File: src/rtl/fetch_unit.sv
// Instruction fetch unit: single-outstanding memory requester feeding a 2-entry
// instruction FIFO toward decode, with redirect flush and stale-response dropping.
// Optional feature: define FETCH_FAULT_EN to trap misaligned redirect targets
// (fetch halts with a sticky o_fault until reset).
module fetch_unit #(
  parameter logic [31:0] RESET_PC = 32'h0000_0000
) (
  input  logic        i_clk,
  input  logic        i_rst_n,
  output logic        o_mem_req,
  output logic [31:0] o_mem_addr,
  input  logic        i_mem_ready,
  input  logic        i_mem_rvalid,
  input  logic [31:0] i_mem_rdata,
  input  logic        i_redirect,
  input  logic [31:0] i_redirect_pc,
  output logic [31:0] o_inst,
  output logic [31:0] o_pc,
  output logic        o_valid,
  input  logic        i_ready,
  output logic        o_fault
);

  localparam logic [1:0] BUF_DEPTH = 2'd2;

  typedef enum logic [2:0] {StIdle, StReq, StWait, StDrop, StHalt} state_e;

  state_e      state_q, state_d;
  logic [31:0] fetch_pc_q, fetch_pc_d;
  logic [31:0] req_addr_q, req_addr_d;
  logic        stale_q, stale_d;
  logic        fault_pend_q, fault_pend_d;
  logic        run_q;

  logic [31:0] buf_pc_q   [2];
  logic [31:0] buf_inst_q [2];
  logic        rd_ptr_q, wr_ptr_q;
  logic [1:0]  count_q, count_d;

  logic        redir_take;
  logic        redir_misalign;
  logic        fault_now;
  logic        fault_any;
  logic [31:0] redir_target;
  logic        push;
  logic        pop;

  // HALT ignores redirects entirely.
  assign redir_take   = i_redirect && (state_q != StHalt);
  assign redir_target = i_redirect_pc & 32'hFFFF_FFFC;

`ifdef FETCH_FAULT_EN
  assign redir_misalign = (i_redirect_pc[1:0] != 2'b00);
`else
  assign redir_misalign = 1'b0;
`endif

  assign fault_now = redir_take && redir_misalign;
  assign fault_any = fault_pend_q || fault_now;

  // A flush on the same edge beats both push and pop.
  assign push = (state_q == StWait) && i_mem_rvalid && !redir_take;
  assign pop  = o_valid && i_ready && !redir_take;

  // Buffer occupancy after this edge's push/pop.
  always_comb begin
    count_d = count_q;
    if (push && !pop) begin
      count_d = count_q + 2'd1;
    end else if (!push && pop) begin
      count_d = count_q - 2'd1;
    end
  end

  // Fetch FSM next state and fetch PC bookkeeping.
  always_comb begin
    state_d      = state_q;
    fetch_pc_d   = fetch_pc_q;
    req_addr_d   = req_addr_q;
    stale_d      = stale_q;
    fault_pend_d = fault_pend_q || fault_now;

    if (redir_take) begin
      fetch_pc_d = redir_target;
    end

    unique case (state_q)
      StIdle: begin
        if (redir_take) begin
          state_d = fault_now ? StHalt : StReq;
        end else if (run_q && (count_q < BUF_DEPTH) && !fault_pend_q) begin
          state_d = StReq;
        end
      end
      StReq: begin
        // Address must stay put until accepted, so a redirect here only marks it stale.
        if (redir_take) begin
          stale_d = 1'b1;
        end
        if (i_mem_ready) begin
          stale_d = 1'b0;
          if (stale_q || redir_take) begin
            state_d = StDrop;
          end else begin
            fetch_pc_d = fetch_pc_q + 32'd4;
            state_d    = StWait;
          end
        end
      end
      StWait: begin
        if (redir_take) begin
          if (i_mem_rvalid) begin
            state_d = fault_any ? StHalt : StReq;
          end else begin
            state_d = StDrop;
          end
        end else if (i_mem_rvalid) begin
          state_d = (count_d < BUF_DEPTH) ? StReq : StIdle;
        end
      end
      StDrop: begin
        if (i_mem_rvalid) begin
          state_d = fault_any ? StHalt : StReq;
        end
      end
      StHalt: begin
        state_d = StHalt;
      end
      default: begin
        state_d = StIdle;
      end
    endcase

    // Latch the request address only on entry into REQ.
    if ((state_d == StReq) && (state_q != StReq)) begin
      req_addr_d = fetch_pc_d;
    end
  end

  // FSM and fetch PC registers.
  always_ff @(posedge i_clk or negedge i_rst_n) begin
    if (!i_rst_n) begin
      state_q      <= StIdle;
      fetch_pc_q   <= RESET_PC;
      req_addr_q   <= '0;
      stale_q      <= 1'b0;
      fault_pend_q <= 1'b0;
      run_q        <= 1'b0;
    end else begin
      state_q      <= state_d;
      fetch_pc_q   <= fetch_pc_d;
      req_addr_q   <= req_addr_d;
      stale_q      <= stale_d;
      fault_pend_q <= fault_pend_d;
      run_q        <= 1'b1;
    end
  end

  // Instruction FIFO storage and pointers.
  always_ff @(posedge i_clk or negedge i_rst_n) begin
    if (!i_rst_n) begin
      for (int i = 0; i < 2; i++) begin
        buf_pc_q[i]   <= '0;
        buf_inst_q[i] <= '0;
      end
      rd_ptr_q <= 1'b0;
      wr_ptr_q <= 1'b0;
      count_q  <= '0;
    end else if (redir_take) begin
      rd_ptr_q <= 1'b0;
      wr_ptr_q <= 1'b0;
      count_q  <= '0;
    end else begin
      if (push) begin
        buf_pc_q[wr_ptr_q]   <= req_addr_q;
        buf_inst_q[wr_ptr_q] <= i_mem_rdata;
        wr_ptr_q             <= ~wr_ptr_q;
      end
      if (pop) begin
        rd_ptr_q <= ~rd_ptr_q;
      end
      count_q <= count_d;
    end
  end

  assign o_valid    = (count_q != 2'd0);
  assign o_inst     = o_valid ? buf_inst_q[rd_ptr_q] : '0;
  assign o_pc       = o_valid ? buf_pc_q[rd_ptr_q] : '0;
  assign o_mem_req  = (state_q == StReq);
  assign o_mem_addr = o_mem_req ? req_addr_q : '0;

`ifdef FETCH_FAULT_EN
  assign o_fault = (state_q == StHalt);
`else
  assign o_fault = 1'b0;
`endif

endmodule

File: config.mk
export PLATFORM = sky130hd
export DESIGN_NAME = fetch_unit
export DESIGN_NICKNAME = d
export VERILOG_FILES = /design/src/rtl/fetch_unit.sv
export SDC_FILE = /design/constraint.sdc
export NUM_CORES = 1
export LEC_CHECK = 0
export BUFFER_PORTS_ARGS = -buffer_cell sky130_fd_sc_hd__buf_4
export CAP_MARGIN = 20
export CORE_UTILIZATION = 51
export CTS_CLUSTER_SIZE = 25
export DETAILED_ROUTE_END_ITERATION = 12
export PLACE_DENSITY_LB_ADDON = 0.08
export SYNTH_ARGS = -nofsm -noshare
export SYNTH_HDL_FRONTEND = slang
export SYNTH_SLANG_ARGS = --single-unit
File: constraint.sdc
create_clock -name i_clk -period 2.4 [get_ports i_clk]
set_clock_uncertainty 0.05 [all_clocks]
set_input_delay 0.48 -clock i_clk [delete_from_list [all_inputs] [get_ports i_clk]]
set_output_delay 0.48 -clock i_clk [all_outputs]
set_load 0.1 [all_outputs]
Word-level counts from Yosys, hierarchy flattened
Index checks and enable logic that the tools add are counted.
{"block": "totals", "reg_bits": 201, "latch_bits": 0, "ramBits": 0, "mem_bits_ro": 0, "wordCells": 89, "n_memories": 0}
{"block": "op_classes", "add_sub_neg": 3, "multipliers": 0, "div_mod_pow": 0, "order_cmp": 5, "eq_ne": 7, "n_shift": 0, "n_mux": 36, "bitwise_logic": 5, "reduce_logical": 21}
{"op": "32-bit 2-to-1 mux", "count": 14}
{"op": "64-bit bitwise mux", "count": 2}
{"op": "32-bit by 3-bit adder with 32-bit output (second input constant)", "count": 1}
{"op": "32-bit demux with 1-bit select", "count": 1}
{"op": "3-bit 2-to-1 mux", "count": 6}
{"op": "3-bit case mux with 5 select lines", "count": 1}
{"op": "1-bit logical AND", "count": 10}
{"op": "1-bit 2-to-1 mux", "count": 8}
{"op": "2-bit 2-to-1 mux", "count": 4}
{"op": "2-bit nonzero test", "count": 4}
{"op": "3-bit by 1-bit equality test with 1-bit output (second input constant)", "count": 2}
{"op": "3-bit by 2-bit equality test with 1-bit output (second input constant)", "count": 2}
{"op": "2-bit >= comparator (second input constant)", "count": 2}
{"op": "2-bit < comparator (second input constant)", "count": 2}
{"op": "1-bit NOT with 2-bit output", "count": 2}
{"op": "2-bit AND reduction", "count": 2}
{"op": "3-bit equality test (second input constant)", "count": 1}
{"op": "1-bit logical NOT", "count": 3}
{"op": "3-bit logical NOT", "count": 1}
{"op": "3-bit by 1-bit inequality test with 1-bit output (second input constant)", "count": 1}
{"op": "3-bit inequality test (second input constant)", "count": 1}
{"op": "1-bit NOT", "count": 3}
{"op": "2-bit by 1-bit adder with 2-bit output (second input constant)", "count": 1}
{"op": "2-bit by 1-bit < comparator with 1-bit output (second input constant)", "count": 1}
{"op": "other kinds (2)", "count": 2}

Longest topological paths before layout
{"block": "depth", "word_depth": 15, "ltp_mapped": 8, "mapped_depth_nobuf": 7}

Least setup slack after synthesis
Ideal clock, no wire load.
{"block": "synth_timing", "path_kind": "register -> output", "startpoint": "register state_q[1]", "endpoint": "output port o_mem_addr[23]", "t_arrival_ns": 3.028, "required_ns": 1.870, "path_slack_ns": -1.158, "path_stages_with_launch": 7, "cell_sequence": "dfrtp_1 -> or3b_1 -> buf_2 -> inv_2 -> buf_2 -> clkbuf_1 -> and2_1"}
{"block": "synth_via", "elab_chain_cells": 2}
{"item": "start, declared", "line_no": "28", "rtl": "state_e state_q, state_d;"}
{"item": "start signal, assigned", "line_no": "143", "rtl": "state_q <= StIdle;"}
{"item": "start signal, assigned", "line_no": "150", "rtl": "state_q <= state_d;"}
{"item": "3-bit by 1-bit equality test with 1-bit output", "line_no": "189", "rtl": "assign o_mem_req = (state_q == StReq);"}
{"item": "net o_mem_req", "line_no": "10", "rtl": "output logic o_mem_req,"}
{"item": "32-bit 2-to-1 mux", "line_no": "190", "rtl": "assign o_mem_addr = o_mem_req ? req_addr_q : '0;"}
{"item": "end, declared", "line_no": "11", "rtl": "output logic [31:0] o_mem_addr,"}
The timed path passes the listed nets, and every way through them passes these cells.

Worst setup path in the final report
{"block": "layout_timing", "startpoint": "register state_q[1]", "endpoint": "output port o_mem_addr[0]"}
{"block": "layout_via", "elab_chain_cells": 2}
{"item": "3-bit by 1-bit equality test with 1-bit output", "line_no": "189"}
{"item": "32-bit 2-to-1 mux", "line_no": "190"}
No other way between the ends.

==> metrics <==
CTS tree=yes; capturing point of the worst reg2reg path=req_addr_q[30]; most frequent cells in the layout=dfrtp_1 (200), mux2_2 (155), buf_4 (107), buf_12 (68), nor2_4 (64); RePlAce Congestion=0.9297; CP bufs+invs=4; Leak=6.216 nW; Residual DRC=14; Gate power share=57.4%; crit-path max FO=5; Crit. End Element=primary output; post-synthesis mux area share=26.36%; Die Y=138.3 µm; sw power=9.249 mW; Compound-Gate Fraction of Synth Area=5.322%; Sink Count=201; first-pass GRT wire length=41,910 µm; sequential share of the synthesized area=53.09%; Crit Path Class=flop to primary output; Clock Root Buffer=clkbuf_16; die area=19,130 µm²; Hold Path Class=primary input to flop; multi-input logic area=4970 µm²; All-Layer GR Usage=27.98%; Worst EP required=1.87 ns; final-layout fill cell count=1,056; Clock transition at path regs=0.07 ns; distinct cell type count after synthesis=54; Placed Instances=1,170; CP top delay family=simple AND/OR/NAND/NOR gates; Arrival @ worst endpoint=2.03 ns; Synth Flop Type=dfrtp_1; status=finished with violations; Site Rows=49; share of cells above drive strength 1=58.74%; reg2reg start=state_q[1]; nets=1,069; antenna cells=0; Clock power frac=18.6%; VDD IR max=1.039 mV; min Tclk post-route=2.560 ns; internal power=11.41 mW; Pwr Density=1445 nW/µm²; post-route ant nets=0; fin cells=1,242; Mean Syn Cell Area=12.13 µm²; deepest level of the CTS H-tree=1; clock buffer count from CTS=22; Core Util, Final=79.07%; largest family of logic cells by synthesized area=multiplexers; Vias=7,327; DR vias/cell=5.899; fin crit share=106.7%; XOR/XNOR Fraction of Synth Area=0.3698%; HPWL Detailed=15,840 µm; maximum clock insertion buffer count=3; Post-Synth Simple-Gate Area=11.98%; storage element area=5034 µm²; IO Pins=169; area share of fa/ha/maj cells after synthesis=0.2641%; initial core utilization=52.38%; initial antenna violation count=0; crit path from=state_q[1]; Pre-antenna DRT Iters=9; Die W=138.3 µm; Max Fclk=0.3906 GHz; core area=18,090 µm²; crit path to=o_mem_addr[0]; Syn. warnings=0; relative slew slack=64.27%; worst-margin pin slew=0.5360 ns; number of global-route vias before repair=7,649; worst skew pair latency=0.51 ns; Worst path depth=6; number of synthesized flops with an enable pin=0; max_cap viols=0; Post-Syn Area=9474 µm²; power share of the sequential group=24.0%; Slowest cell on crit path=or3b_4; most common cell after layout, fill and taps aside=dfrtp_1; First DRT Iteration DRCs=402; CP Cell Sequence=or3b_4 > inv_4 > buf_6 > clkbuf_16 > and2_4 > buf_12; Synth Net Count=853; largest net degree at the start of global routing=65; CP Launch Type=flop; final WL=26,980 µm; failing checks=design-rule violations, negative setup slack; Seq cells post-synth=201; fin. max-slew vios=0; Final WS setup=-0.1600 ns; R2R depth=8; IO Port Bufs=165; Final setup viols=33; synthesized netlist cell count=781; Critical Path Max Stage Delay=0.43 ns; RSZ-0062 raised after global routing=yes; Setup TNS=-3.415 ns; drt wl/cell=21.72 µm; Net Sw Frac=44.77%; Layout area overhead=50.94%; Final Hold Vio Count=0; asr flop ratio synth=100.0%; Congestion Overflow GR=0; r2r setup slk=-0.02 ns
## worst reg2reg max path: cells and delay by family (launching register included)
kind | cells | cell delay, ns
flip-flops | 1 | 0.39
multiplexers | 2 | 0.64
buffers and inverters | 3 | 0.35
AND/OR/NAND/NOR | 3 | 0.87
## per-layer routing
metal | wire length, µm | track usage [%]
met5 | 0 | 0
met4 | 806 | 10.35
met3 | 1572 | 4.191
met2 | 13540 | 47.72
met1 | 11060 | 36.43
## cells by family after synthesis
| group | Yosys count |
|---|---|
| AO/OA/AOI/OAI | 66 |
| XOR/XNOR | 4 |
| adder cells (fa/ha/maj) | 2 |
| buffers and inverters | 56 |
| flip-flops | 201 |
| multiplexers | 229 |
| other | 2 |
| AND/OR/NAND/NOR | 221 |
## how the worst min path moves through the flow
stage               endpoint     startpoint  depth (start not counted)
2_1_floorplan  buf_inst_q[0]        i_rst_n                          0
3_3_place_gp   fetch_pc_q[0]  fetch_pc_q[0]                          1
3_5_place_dp   fetch_pc_q[0]  fetch_pc_q[0]                          1
4_1_cts              stale_q    i_mem_ready                          2
5_1_grt              stale_q    i_mem_ready                          2
6_report             stale_q    i_mem_ready                          2
## cell type report
class                      instances  area share (%)
inverter                           8          0.2275
clock buffer                      23           4.025
sequential                       201           35.20
timing repair buffer             240           22.01
clock inverter                    17           1.785
multi-input combinational        524           34.75
tap                              229           2.004
## sequential cells by signal, indices dropped and copies added, names as in the netlist
register and flops:
stale_q 1, run_q 1, buf_pc_q 64, buf_inst_q 64, count_q 2, fetch_pc_q 32
wr_ptr_q 1, rd_ptr_q 1, state_q 3, req_addr_q 32
## stage by stage
stage	area (µm²)	total power, mW	hold WS [ns]	setup slack (ns)
after floorplan	9933	11.95	0.1344	-0.4064
after global placement	11750	13.70	0.4123	0.01785
after detailed placement	11750	13.93	0.4132	-0.03970
after CTS	13940	20.33	0.1075	-0.1255
after global routing	14300	21.37	0.1173	-0.1802
final	14300	20.66	0.1238	-0.1600
## synthesized netlist by cell type (all sizes together), types with 4 or more instances
cell	number	area (µm²)
a21oi	17	85.08
mux2	161	1817
and2	36	225.2
o221a	7	78.83
inv	8	30.03
buf	26	127.6
nor3	8	51.30
clkbuf	22	82.58
a311oi	8	70.07
and4	5	43.79
a211oi	9	67.56
nor4	6	65.06
nand4	12	81.33
nor2	98	370.4
mux2i	68	680.7
nand2	19	71.32
dfrtp	201	5030
and3	4	25.02
nand3	19	95.09
## power by group through the flow
stage          Clock (mW)  Sequential [mW]  Combinational [mW]
2_1_floorplan           0             4.71                7.24
4_1_cts              3.88             4.98                11.5
3_5_place_dp            0             5.01                8.92
3_3_place_gp            0             4.92                8.78
5_1_grt              4.04             5.09                12.2
6_report             3.84             4.96                11.9
## timing repair
action,CTS,global route
gates cloned,8,2
hold buffers,1,0
endpoints found under the setup margin,98,168
pin swaps,6,10
resized for setup,255,72
buffers inserted,16,8
endpoints found under the hold margin,57,0
No activity file was read; power rests on OpenSTA's default activity.
